===== src/rtl/lcd_show_char.sv =====
// lcd_show_char: renders one font glyph to the LCD over a byte-write port.
// Ports: sys_clk/sys_rst_n; request (show_char_flag, ascii_num, start_x,
//   start_y, en_size); status (show_char_done, busy); font ROM (rom_addr,
//   rom_data); byte writer (wr_req, wr_data[8]=D/C, wr_done).
module lcd_show_char #(
   parameter logic [15:0] FG_COLOR    = 16'h0000,
   parameter logic [15:0] BG_COLOR    = 16'hFFFF,
   parameter logic [11:0] ROM_BASE_16 = 12'd0,
   parameter logic [11:0] ROM_BASE_12 = 12'd1520,
   parameter int          HOLDOFF     = 3
) (
   input  logic        sys_clk,
   input  logic        sys_rst_n,
   input  logic        show_char_flag,
   input  logic [6:0]  ascii_num,
   input  logic [8:0]  start_x,
   input  logic [8:0]  start_y,
   input  logic        en_size,
   output logic        show_char_done,
   output logic        busy,
   output logic [11:0] rom_addr,
   input  logic [7:0]  rom_data,
   output logic        wr_req,
   output logic [8:0]  wr_data,
   input  logic        wr_done
);

   typedef enum logic [3:0] {
      S_IDLE, S_CMD, S_FETCH, S_WAIT, S_LATCH,
      S_PIX_H, S_PIX_L, S_DONE, S_HOLD
   } state_t;

   localparam logic [7:0] HOLD_LAST =
      8'((HOLDOFF > 0) ? HOLDOFF - 1 : 0);

   state_t      state_q, state_d;
   logic [6:0]  idx_q, idx_d;
   logic [8:0]  x_q, x_d;
   logic [8:0]  y_q, y_d;
   logic        size_q, size_d;
   logic [3:0]  cmd_cnt_q, cmd_cnt_d;
   logic [3:0]  row_q, row_d;
   logic [2:0]  col_q, col_d;
   logic [7:0]  shift_q, shift_d;
   logic        pend_q, pend_d;
   logic [7:0]  hold_cnt_q, hold_cnt_d;
   logic        done_q, done_d;
   logic        busy_q, busy_d;
   logic [11:0] rom_addr_q, rom_addr_d;
   logic        wr_req_q, wr_req_d;
   logic [8:0]  wr_data_q, wr_data_d;

   logic [8:0]  w_m1, h_m1, xe, ye;
   logic [2:0]  col_last;
   logic [3:0]  row_last;
   logic [11:0] glyph_off, base, fetch_addr;
   logic [15:0] pix_color;
   logic [8:0]  cmd_byte;
   logic        wr_ack;

   assign w_m1     = size_q ? 9'd7 : 9'd5;
   assign h_m1     = size_q ? 9'd15 : 9'd11;
   assign xe       = x_q + w_m1;
   assign ye       = y_q + h_m1;
   assign col_last = size_q ? 3'd7 : 3'd5;
   assign row_last = size_q ? 4'd15 : 4'd11;
   assign base     = size_q ? ROM_BASE_16 : ROM_BASE_12;

   // idx*16 for the large font, idx*12 as (idx<<3)+(idx<<2) for the small one
   assign glyph_off = size_q ? {1'b0, idx_q, 4'b0}
                             : ({2'b0, idx_q, 3'b0} + {3'b0, idx_q, 2'b0});
   assign fetch_addr = base + glyph_off + {8'b0, row_q};
   assign pix_color  = shift_q[7] ? FG_COLOR : BG_COLOR;

   // a pending byte completes only on wr_done; stray pulses are ignored
   assign wr_ack = pend_q & wr_done;

   always_comb begin
      cmd_byte = 9'h000;
      case (cmd_cnt_q)
         4'd0:    cmd_byte = 9'h02A;
         4'd1:    cmd_byte = {1'b1, 7'b0, x_q[8]};
         4'd2:    cmd_byte = {1'b1, x_q[7:0]};
         4'd3:    cmd_byte = {1'b1, 7'b0, xe[8]};
         4'd4:    cmd_byte = {1'b1, xe[7:0]};
         4'd5:    cmd_byte = 9'h02B;
         4'd6:    cmd_byte = {1'b1, 7'b0, y_q[8]};
         4'd7:    cmd_byte = {1'b1, y_q[7:0]};
         4'd8:    cmd_byte = {1'b1, 7'b0, ye[8]};
         4'd9:    cmd_byte = {1'b1, ye[7:0]};
         4'd10:   cmd_byte = 9'h02C;
         default: cmd_byte = 9'h000;
      endcase
   end

   always_comb begin
      state_d    = state_q;
      idx_d      = idx_q;
      x_d        = x_q;
      y_d        = y_q;
      size_d     = size_q;
      cmd_cnt_d  = cmd_cnt_q;
      row_d      = row_q;
      col_d      = col_q;
      shift_d    = shift_q;
      pend_d     = pend_q;
      hold_cnt_d = hold_cnt_q;
      done_d     = 1'b0;
      busy_d     = busy_q;
      rom_addr_d = rom_addr_q;
      wr_req_d   = 1'b0;
      wr_data_d  = wr_data_q;
      case (state_q)
         S_IDLE: begin
            if (show_char_flag) begin
               idx_d     = (ascii_num > 7'd94) ? 7'd0 : ascii_num;
               x_d       = start_x;
               y_d       = start_y;
               size_d    = en_size;
               cmd_cnt_d = 4'd0;
               row_d     = 4'd0;
               col_d     = 3'd0;
               busy_d    = 1'b1;
               state_d   = S_CMD;
            end
         end
         S_CMD: begin
            if (!pend_q) begin
               wr_req_d  = 1'b1;
               wr_data_d = cmd_byte;
               pend_d    = 1'b1;
            end else if (wr_ack) begin
               pend_d = 1'b0;
               if (cmd_cnt_q == 4'd10) begin
                  state_d = S_FETCH;
               end else begin
                  cmd_cnt_d = cmd_cnt_q + 4'd1;
               end
            end
         end
         S_FETCH: begin
            rom_addr_d = fetch_addr;
            state_d    = S_WAIT;
         end
         S_WAIT: begin
            state_d = S_LATCH;
         end
         S_LATCH: begin
            shift_d = rom_data;
            col_d   = 3'd0;
            state_d = S_PIX_H;
         end
         S_PIX_H: begin
            if (!pend_q) begin
               wr_req_d  = 1'b1;
               wr_data_d = {1'b1, pix_color[15:8]};
               pend_d    = 1'b1;
            end else if (wr_ack) begin
               pend_d  = 1'b0;
               state_d = S_PIX_L;
            end
         end
         S_PIX_L: begin
            if (!pend_q) begin
               wr_req_d  = 1'b1;
               wr_data_d = {1'b1, pix_color[7:0]};
               pend_d    = 1'b1;
            end else if (wr_ack) begin
               pend_d = 1'b0;
               if (col_q == col_last) begin
                  col_d = 3'd0;
                  if (row_q == row_last) begin
                     done_d  = 1'b1;
                     state_d = S_DONE;
                  end else begin
                     row_d   = row_q + 4'd1;
                     state_d = S_FETCH;
                  end
               end else begin
                  col_d   = col_q + 3'd1;
                  shift_d = {shift_q[6:0], 1'b0};
                  state_d = S_PIX_H;
               end
            end
         end
         S_DONE: begin
            hold_cnt_d = 8'd0;
            if (HOLDOFF == 0) begin
               busy_d  = 1'b0;
               state_d = S_IDLE;
            end else begin
               state_d = S_HOLD;
            end
         end
         S_HOLD: begin
            if (hold_cnt_q == HOLD_LAST) begin
               busy_d  = 1'b0;
               state_d = S_IDLE;
            end else begin
               hold_cnt_d = hold_cnt_q + 8'd1;
            end
         end
         default: begin
            state_d = S_IDLE;
         end
      endcase
   end

   always_ff @(posedge sys_clk or negedge sys_rst_n) begin
      if (!sys_rst_n) begin
         state_q    <= S_IDLE;
         idx_q      <= '0;
         x_q        <= '0;
         y_q        <= '0;
         size_q     <= 1'b0;
         cmd_cnt_q  <= '0;
         row_q      <= '0;
         col_q      <= '0;
         shift_q    <= '0;
         pend_q     <= 1'b0;
         hold_cnt_q <= '0;
         done_q     <= 1'b0;
         busy_q     <= 1'b0;
         rom_addr_q <= '0;
         wr_req_q   <= 1'b0;
         wr_data_q  <= '0;
      end else begin
         state_q    <= state_d;
         idx_q      <= idx_d;
         x_q        <= x_d;
         y_q        <= y_d;
         size_q     <= size_d;
         cmd_cnt_q  <= cmd_cnt_d;
         row_q      <= row_d;
         col_q      <= col_d;
         shift_q    <= shift_d;
         pend_q     <= pend_d;
         hold_cnt_q <= hold_cnt_d;
         done_q     <= done_d;
         busy_q     <= busy_d;
         rom_addr_q <= rom_addr_d;
         wr_req_q   <= wr_req_d;
         wr_data_q  <= wr_data_d;
      end
   end

   assign show_char_done = done_q;
   assign busy           = busy_q;
   assign rom_addr       = rom_addr_q;
   assign wr_req         = wr_req_q;
   assign wr_data        = wr_data_q;

endmodule


===== config.mk =====
export PLATFORM = sky130hd
export DESIGN_NAME = lcd_show_char
export DESIGN_NICKNAME = d
export VERILOG_FILES = /design/src/rtl/lcd_show_char.sv
export SDC_FILE = /design/constraint.sdc
export NUM_CORES = 1
export LEC_CHECK = 0
export CORE_ASPECT_RATIO = 1.1
export CORE_MARGIN = 8
export CORE_UTILIZATION = 30
export DETAILED_ROUTE_END_ITERATION = 10
export PLACE_DENSITY = 0.52
export REMOVE_ABC_BUFFERS = 1
export SETUP_SLACK_MARGIN = 0.15
export SLEW_MARGIN = 10
export SYNTH_ARGS = -nofsm -noshare
export SYNTH_HDL_FRONTEND = slang
export SYNTH_SLANG_ARGS = --single-unit
export TNS_END_PERCENT = 1

===== constraint.sdc =====
create_clock -name sys_clk -period 3 [get_ports sys_clk]
set_input_delay 0.6 -clock sys_clk [delete_from_list [all_inputs] [get_ports sys_clk]]
set_output_delay 0.6 -clock sys_clk [all_outputs]
set_load 0.005 [all_outputs]

Yosys cells after proc, flatten, opt, wreduce, memory -nomap -nowiden. Cells that the tools add are included.

Input port bits: 38. Output and inout bits: 24. Logic and storage cells: 142. Bits in registers: 82.

Bitwise gates (word level): 1. Add/subtract/negate cells: 9. Multiplexer cells: 58. Eq/ne operators: 38. Reductions and logical operators: 19. Order comparisons: 1.

Operators with widths (number): 9-bit case mux with 11 select lines (1); 4-bit two-way mux (18); 4-bit case mux with 9 select lines (1); 2-bit inequality test, second input constant (17); 4-bit by 3-bit == test with 1-bit output, second input constant (8); 8-bit two-way mux (4); 8-bit case mux with 2 select lines (2); 9-bit two-way mux (3); 9-bit case mux with 3 select lines (1); 11-bit two-way mux (2); 3-bit two-way mux (7); 4-bit by 2-bit == test with 1-bit output, second input constant (4); 4-bit == test, second input constant (4); 16-bit two-way mux (1); 4-bit case mux with 2 select lines (2); 11-bit by 11-bit adder with 12-bit output (1); 12-bit by 4-bit adder with 12-bit output (1); 4-bit AND reduction (3); 10-bit by 9-bit adder with 11-bit output (1); 1-bit two-way mux (11); 2-bit nonzero test (5); 9-bit by 3-bit adder with 9-bit output (1); 9-bit by 4-bit adder with 9-bit output (1); 3-bit case mux with 3 select lines (1); other kinds (20) (26).

Longest topological paths before layout. Gate-level depths: netlist (run 1).

Word-level depth: 7. Mapped depth: 12.

Least setup slack after synthesis (run 1). OpenSTA, ideal clock, no wires.

Path kind: register to register. From: reg idx_q[1]. To: reg rom_addr_q[10], in the netlist rom_addr[10]. Arrival: 2.676 ns. Buffers on the path: 0. Stages on the path, launching flop included: 12. Setup slack: 0.197 ns. Setup time: 0.128 ns. Cells stage by stage: dfrtp_1 -> ha_1 -> fa_1 -> a21o_1 -> a211oi_1 -> o31ai_1 -> ha_1 -> or2_2 -> o22ai_1 -> o22ai_1 -> a222oi_1 -> nor2_1.

Cells in the longest elaborated chain, start to end: 4.

Ends and longest elaborated chain: from (decl) (RTL line 37) `logic [6:0] idx_q, idx_d;`; from (signal assigned) (RTL line 229) `idx_q <= idx_d;`; 10-bit by 9-bit adder with 11-bit output (RTL line 71) `: ({2'b0, idx_q, 3'b0} + {3'b0, idx_q, 2'b0});`; 11-bit two-way mux * (RTL line 70) `assign glyph_off = size_q ? {1'b0, idx_q, 4'b0}`; 11-bit by 11-bit adder with 12-bit output * (RTL line 72) `assign fetch_addr = base + glyph_off + {8'b0, row_q};`; 12-bit by 4-bit adder with 12-bit output * (RTL line 72); to (signal assigned) (RTL line 241) `rom_addr_q <= rom_addr_d;`; to (decl) (RTL line 49) `logic [11:0] rom_addr_q, rom_addr_d;`.

Mark *: on every way between the ends. The rest lies on a longest branch, timed or not. A chain may end at the register's enable or synchronous reset.

Final worst setup path (run 1).
From: reg idx_q[1]. To: reg rom_addr_q[9], in the netlist rom_addr[9].

The elaborated chain is that of the path after synthesis.

==> metrics.cfg, run 1 <==
[run_status]
status=finished clean

[power_and_ir_drop]
p_leak_nw=2.70
ir_drop_v=0.000520
power_mw=6.95
powerDensity_nw_per_um2=1100

[synth]
ys_seq_area_share_pct=41.1
synth_top_area_share_pct=41.1
yosys_most_used_dff=dfrtp_1
synth_seq_cells=82
netlist_instances=553
synth_area_per_cell_sq_um=9.04
synthArstFlopShare_pct=100
synth_largest_area_cell=dfrtp_1
synth_area_leaders=dfrtp_1, nand2_1, ha_1, o21ai_0, a21oi_1
synth_cell_types=73
synth_edf_count=0
syn_area_sq_um=5000
yosysWarnings=0

[clocking]
cts_sinks=82
htreeDepth=3
clock-root-buffer=clkbuf_16
clk_pin_slew_ps=70
numCtsBuffers=9
clk_latency_ps=350
cts_tree=yes
cts_hold_buf=0
cts.path.max_buffers=2

[place]
gp_congestion=0.793
dp.cells=803
portBuffers=61
hpwl_mm=9.31

[grt]
antenna_found_initial=0
grt_pass1_vias=4234
grt_use_total_pct=12.4
grt_pass1_wl_mm=21.1
grt_max_degree=55
grt_overflow_total=0

[sta]
fin_crit_sh_pct=92.8
slew-limit-headroom_pct=51.9
rsz0062_at_grt=yes
drv_slew=0
whs_ps=313
post-route-min-period_ps=2790
max_freq_ghz=0.359
finClkSkew_ps=10.8
hold_viol=0
tightestPinTransition_ps=722
setup_violations=0

[setup_path]
cp_max_fo=3
crit_path_top_delay_cell=fa_2
cp.required_ps=3210
worstPathCellList=ha_2 > fa_2 > xnor2_1 > o21ai_1 > ha_1 > o21ai_2 > o21bai_1 > a21oi_2 > o32ai_2 > buf_4 > xnor2_2 > o21ai_1
reg2reg_depth=12
ff2ff_setup_slack_ps=210
endpoint_kind=register
timing.rr.start=idx_q[1]
path_class=reg -> reg
cp_slowest_stage_delay_ps=430
rr_endpoint=rom_addr[9]
worst_ep_arrival_time_ps=2990
cp_common_cell=o21ai_1
start_kind=register

[route]
num_vias=4161
wl_met1_mm=5.92
drtIter0Drc=223
vias_per_cell=5.03
ant_nets=0
top_layer=met4
drt-pass1-iter-count=5
wl_met3_um=365
wl_mm=12.6
drc=0
dr_wl_met2_mm=6.05
wl_per_cell_um=15.2

[finish]
seqCellArea_sq_um=2050
layoutNonFillerInstCount=827
nets=683
syn_to_final_growth_pct=26.2
layout_commonest_cell=nand2_1
antennaDiodeCount=0
final_cell_mix=nand2_1, dfrtp_1, clkdlybuf4s50_1, nor2_1, o21ai_0
multiInputGateArea_sq_um=2850
drive_gt1_share_pct=11.7
fill_cells=1692

[floorplanning]
start_util_pct=30.6
io_pins=62
core_sq_um=16300
dieHeight_um=151
die_area_sq_um=21000
num_rows=49
die_w_um=139

[worst_hold_path]
hold_path_class=in -> async

[job]
cap_violations=0

## metrics by stage
| step | TNS, ps | utilization (%) | cell area (sq um) | setup WS, ps |
|---|---|---|---|---|
| 3_3_place_gp | 0 | 35.8 | 5840 | 118 |
| 2_1_floorplan | -2330 | - | 4880 | -216 |
| 6_report | 0 | 38.7 | 6310 | 215 |
| 3_5_place_dp | 0 | 35.8 | 5840 | 25.6 |
| 5_1_grt | 0 | 38.7 | 6310 | 68.8 |
| 4_1_cts | 0 | 37.9 | 6190 | 166 |
## power breakdown
group	switching [mW]	total, mW	internal [mW]
combinational	1.89	3.71	1.82
sequential	0.504	2.03	1.53
clock	0.453	1.21	0.753
## timing repair
item | 4_1_cts | 5_1_grt
cloned | 0 | 0
setup endpoints to repair | 2 | 4
gates resized for setup | 3 | 17
buffers inserted | 1 | 7
pin swaps | 0 | 18
## cell families (layout without fill, tap and decap cells)
| group | Yosys count | count (layout) | share of synthesized area, % |
|---|---|---|---|
| AOI/OAI and AO/OA | 150 | 150 | 20.5 |
| xor gates and xnor gates | 27 | 27 | 4.88 |
| adders and majority gates | 27 | 27 | 7.21 |
| buffers and inverters | 44 | 114 | 3.91 |
| DFF | 82 | 82 | 41.1 |
| muxes | 14 | 14 | 2.88 |
| and+or+nand+nor | 209 | 209 | 19.6 |
## how the worst max path moves through the flow
stage	start	endpoint	depth (start not counted)
floorplan	state_q[3]	shift_q[1]	5
global placement	idx_q[0]	rom_addr[10]	11
detailed placement	idx_q[0]	rom_addr[10]	11
CTS	idx_q[0]	rom_addr[10]	10
global route	idx_q[1]	rom_addr[10]	13
finish	idx_q[1]	rom_addr[9]	12
## state kept, by name, summed over array words and instances (netlist names)
| register | count |
|---|---|
| rom_addr | 12 |
| wr_data | 9 |
| x_q | 9 |
| y_q | 9 |
| hold_cnt_q | 8 |
| shift_q | 8 |
| idx_q | 7 |
| cmd_cnt_q | 4 |
| row_q | 4 |
| state_q | 4 |
| col_q | 3 |
| busy | 1 |
| pend_q | 1 |
| show_char_done | 1 |
| size_q | 1 |
| wr_req | 1 |
## routing by layer
metal / global-route usage, % / vias up
met5: 0 / -
met4: 5.60 / 0
met3: 1.99 / 15
met2: 21.2 / 92
met1: 15.2 / 1953
li1: - / 2101
## synth_stat cells (5+ instances only)
master	count
nand2_1	91
dfrtp_1	82
nor2_1	42
o21ai_0	40
a21oi_1	32
ha_1	24
inv_1	18
nand3_1	17
xnor2_1	14
xor2_1	12
clkbuf_1	11
mux2i_1	11
nor2b_1	10
and3_1	9
buf_2	9
a31oi_1	8
a211oi_1	7
a21o_1	6
o21ai_1	6
a22o_1	5
and2_1	5
nor3_1	5
o22ai_1	5
## critical path, delay by kind of cell (launching register included)
kind | cells | cell delay [ps]
xor gates and xnor gates | 2 | 270
buffers and inverters | 1 | 170
DFF | 1 | 380
AOI/OAI and AO/OA | 6 | 840
adders and majority gates | 3 | 990
## layout make-up
| class | count | share of cell area (%) |
|---|---|---|
| inverters | 20 | 1.19 |
| multi-input cells | 427 | 45.1 |
| flip-flops and latches | 82 | 32.5 |
| well taps | 204 | 4.05 |
| clock inverters | 6 | 1.43 |
| repair buffers | 78 | 11.9 |
| clock buffers | 10 | 3.79 |
No activity file was read; power rests on OpenSTA's default activity.
==> inputs of run 2 (changes only) <==
--- a/config.mk
+++ b/config.mk
@@ -9,7 +9,7 @@
 export CORE_MARGIN = 8
 export CORE_UTILIZATION = 30
 export DETAILED_ROUTE_END_ITERATION = 10
-export PLACE_DENSITY = 0.52
+export PLACE_DENSITY = 0.5
 export REMOVE_ABC_BUFFERS = 1
 export SETUP_SLACK_MARGIN = 0.15
 export SLEW_MARGIN = 10
==> constraint.sdc (replaced) <==
create_clock -name sys_clk -period 3.2 [get_ports sys_clk]
set_input_delay 0.64 -clock sys_clk [delete_from_list [all_inputs] [get_ports sys_clk]]
set_output_delay 0.64 -clock sys_clk [all_outputs]
set_load 0.005 [all_outputs]
==> run 2 against run 1 <==
Against the previous run: critical path depth fell by 2; wire length is 0.80% higher; count of clock-buffer cells in the layout decreased by 1; clock skew barely moved; fmax down 1.9%; flip-flop and latch count did not move; core utilization shrank 0.68 points; critical path type unchanged; critical endpoint is now rom_addr[10]; largest power group unchanged.
==> metrics.cfg, run 2 (synthesized netlist as in run 1, its figures left out) <==
[sta]
final.setup.tns_ps=0  ; unchanged
rsz0062_at_grt=no  ; was yes
post-route-min-period_ps=2840  ; was 2790 ps
tightestPinTransition_ps=1090  ; was 722 ps
setup_ws_ps=362  ; was 215 ps
setup_violations=0  ; unchanged
hold_viol=0  ; unchanged
finClkSkew_ps=10.4  ; was 10.8 ps
fin_crit_sh_pct=88.7  ; was 92.8%
slew-limit-headroom_pct=27.3  ; was 51.9%
max_freq_ghz=0.352  ; was 0.359 GHz
drv_slew=0  ; unchanged

[grt]
grt_max_degree=83  ; was 55
grt_overflow_total=0  ; unchanged
grt_pass1_wl_mm=21.0  ; was 21.1 mm
grt_use_total_pct=12.3  ; was 12.4%
grt_pass1_vias=4153  ; was 4234
antenna_found_initial=0  ; unchanged

[finish]
nets=676  ; was 683
final_cell_mix=nand2_1, dfrtp_1, clkdlybuf4s50_1, nor2_1, o21ai_0  ; unchanged
drive_gt1_share_pct=9.90  ; was 11.7%
layout_commonest_cell=nand2_1  ; unchanged
syn_to_final_growth_pct=24.0  ; was 26.2%
post-route-util_pct=38.0  ; was 38.7%
largest_reg_flops=12  ; unchanged
antennaDiodeCount=0  ; unchanged

[setup_path]
start_kind=register  ; unchanged
reg2reg_depth=10  ; was 12
cp_slowest_stage_delay_ps=450  ; was 430 ps
path_class=reg -> reg  ; unchanged
timing.rr.start=idx_q[1]  ; unchanged
crit_path_top_delay_cell=fa_2  ; unchanged
cp.required_ps=3430  ; was 3210 ps
worstPathCellList=ha_2 > fa_2 > mux2_2 > ha_4 > nor2b_1 > o31a_1 > o22ai_4 > o22ai_2 > a222oi_1 > nor2_1  ; was ha_2 > fa_2 > xnor2_1 > o21ai_1 > ha_1 > o21ai_2 > o21bai_1 > a21oi_2 > o32ai_2 > buf_4 > xnor2_2 > o21ai_1
worst_ep_arrival_time_ps=3070  ; was 2990 ps
rr_endpoint=rom_addr[10]  ; was rom_addr[9]
ff2ff_setup_slack_ps=360  ; was 210 ps
endpoint_kind=register  ; unchanged
cp_max_fo=5  ; was 3

[route]
drt-pass1-iter-count=4  ; was 5
ant_nets=0  ; unchanged
num_vias=4151  ; was 4161
drtIter0Drc=229  ; was 223
wl_mm=12.7  ; was 12.6 mm
drc=0  ; unchanged
vias_per_cell=5.06  ; was 5.03
wl_per_cell_um=15.5  ; was 15.2 um

[floorplanning]
num_rows=49  ; unchanged
core_sq_um=16300  ; unchanged
dieHeight_um=151  ; unchanged
die_w_um=139  ; unchanged
io_pins=62  ; unchanged
die_area_sq_um=21000  ; unchanged
start_util_pct=30.6  ; unchanged

[clocking]
numCtsBuffers=9  ; unchanged
cts_tree=yes  ; unchanged
clk_latency_ps=350  ; about the same
cts_hold_buf=0  ; unchanged
clock-root-buffer=clkbuf_16  ; unchanged
cts.path.max_buffers=2  ; unchanged
clk_pin_slew_ps=70  ; about the same
cts_sinks=82  ; unchanged
htreeDepth=3  ; unchanged

[place]
hpwl_mm=9.21  ; was 9.31 mm
gp_congestion=0.799  ; was 0.793
place_worst_setup_slack_ps=183  ; was 25.6 ps
portBuffers=61  ; unchanged

[power_and_ir_drop]
ir_drop_v=0.000405  ; was 0.000520 V
p_leak_nw=2.63  ; was 2.70 nW
powerDensity_nw_per_um2=1010  ; was 1100 nW/um^2

[worst_hold_path]
hold_path_class=in -> async  ; unchanged

[run_status]
status=finished clean  ; unchanged

[job]
cap_violations=0  ; unchanged

==> run 2: critical path: cells and delay by family, from the launching register on <==
kind            cells  cell delay [ps]
simple gates        2              220
fa+ha+maj           3              890
flops               1              440
compound gates      4              860
mux                 1              310
==> run 2: worst max-delay path by stage <==
| stage | start | slack [ps] | to |
|---|---|---|---|
| after floorplan | state_q[3] | -20 | shift_q[1] |
| after global placement | idx_q[1] | 230 | rom_addr[10] |
| after detailed placement | idx_q[1] | 180 | rom_addr[10] |
| after CTS | idx_q[1] | 150 | rom_addr[10] |
| after global routing | idx_q[1] | 140 | rom_addr[10] |
| final | idx_q[1] | 360 | rom_addr[10] |
==> run 2: where the power goes <==
group | total [mW] | leakage [nW] | internal (mW) | switching [mW]
Sequential | 1.91 | 1.03 | 1.44 | 0.477
Clock | 1.06 | 0.138 | 0.609 | 0.447
Combinational | 3.29 | 1.46 | 1.56 | 1.73
==> run 2: per-stage QoR <==
step	cells	hold WS, ps	power [mW]	instance area [sq um]
finish	820	423	6.26	6200
detailed placement	801	470	4.98	5810
global route	820	512	6.82	6200
CTS	817	486	6.08	6110
global placement	801	466	4.92	5810
floorplan	529	344	3.92	4880
==> run 2: area by class of cell <==
class | instances | area, sq um
fillers | 1649 | 10100
multi-input cells | 427 | 2830
flip-flops and latches | 82 | 2050
repair buffers | 71 | 683
well taps | 204 | 255
clock buffers | 9 | 225
clock inverters | 7 | 78.8
inverters | 20 | 75.1
==> run 2: what timing repair did <==
| item | CTS | global route |
|---|---|---|
| endpoints found under the setup margin | 0 | 3 |
| gates resized for setup | 0 | 12 |
| setup buffers | 0 | 3 |
==> run 2: layer usage <==
metal	track usage, %	share of wire (%)	routed length [um]	up-vias
li1	-	-	-	2079
met1	15.8	48	6030	1997
met2	20.0	48	6120	65
met3	2.65	2.8	355	10
met4	4.94	1.3	165	0
met5	0	0	0	-
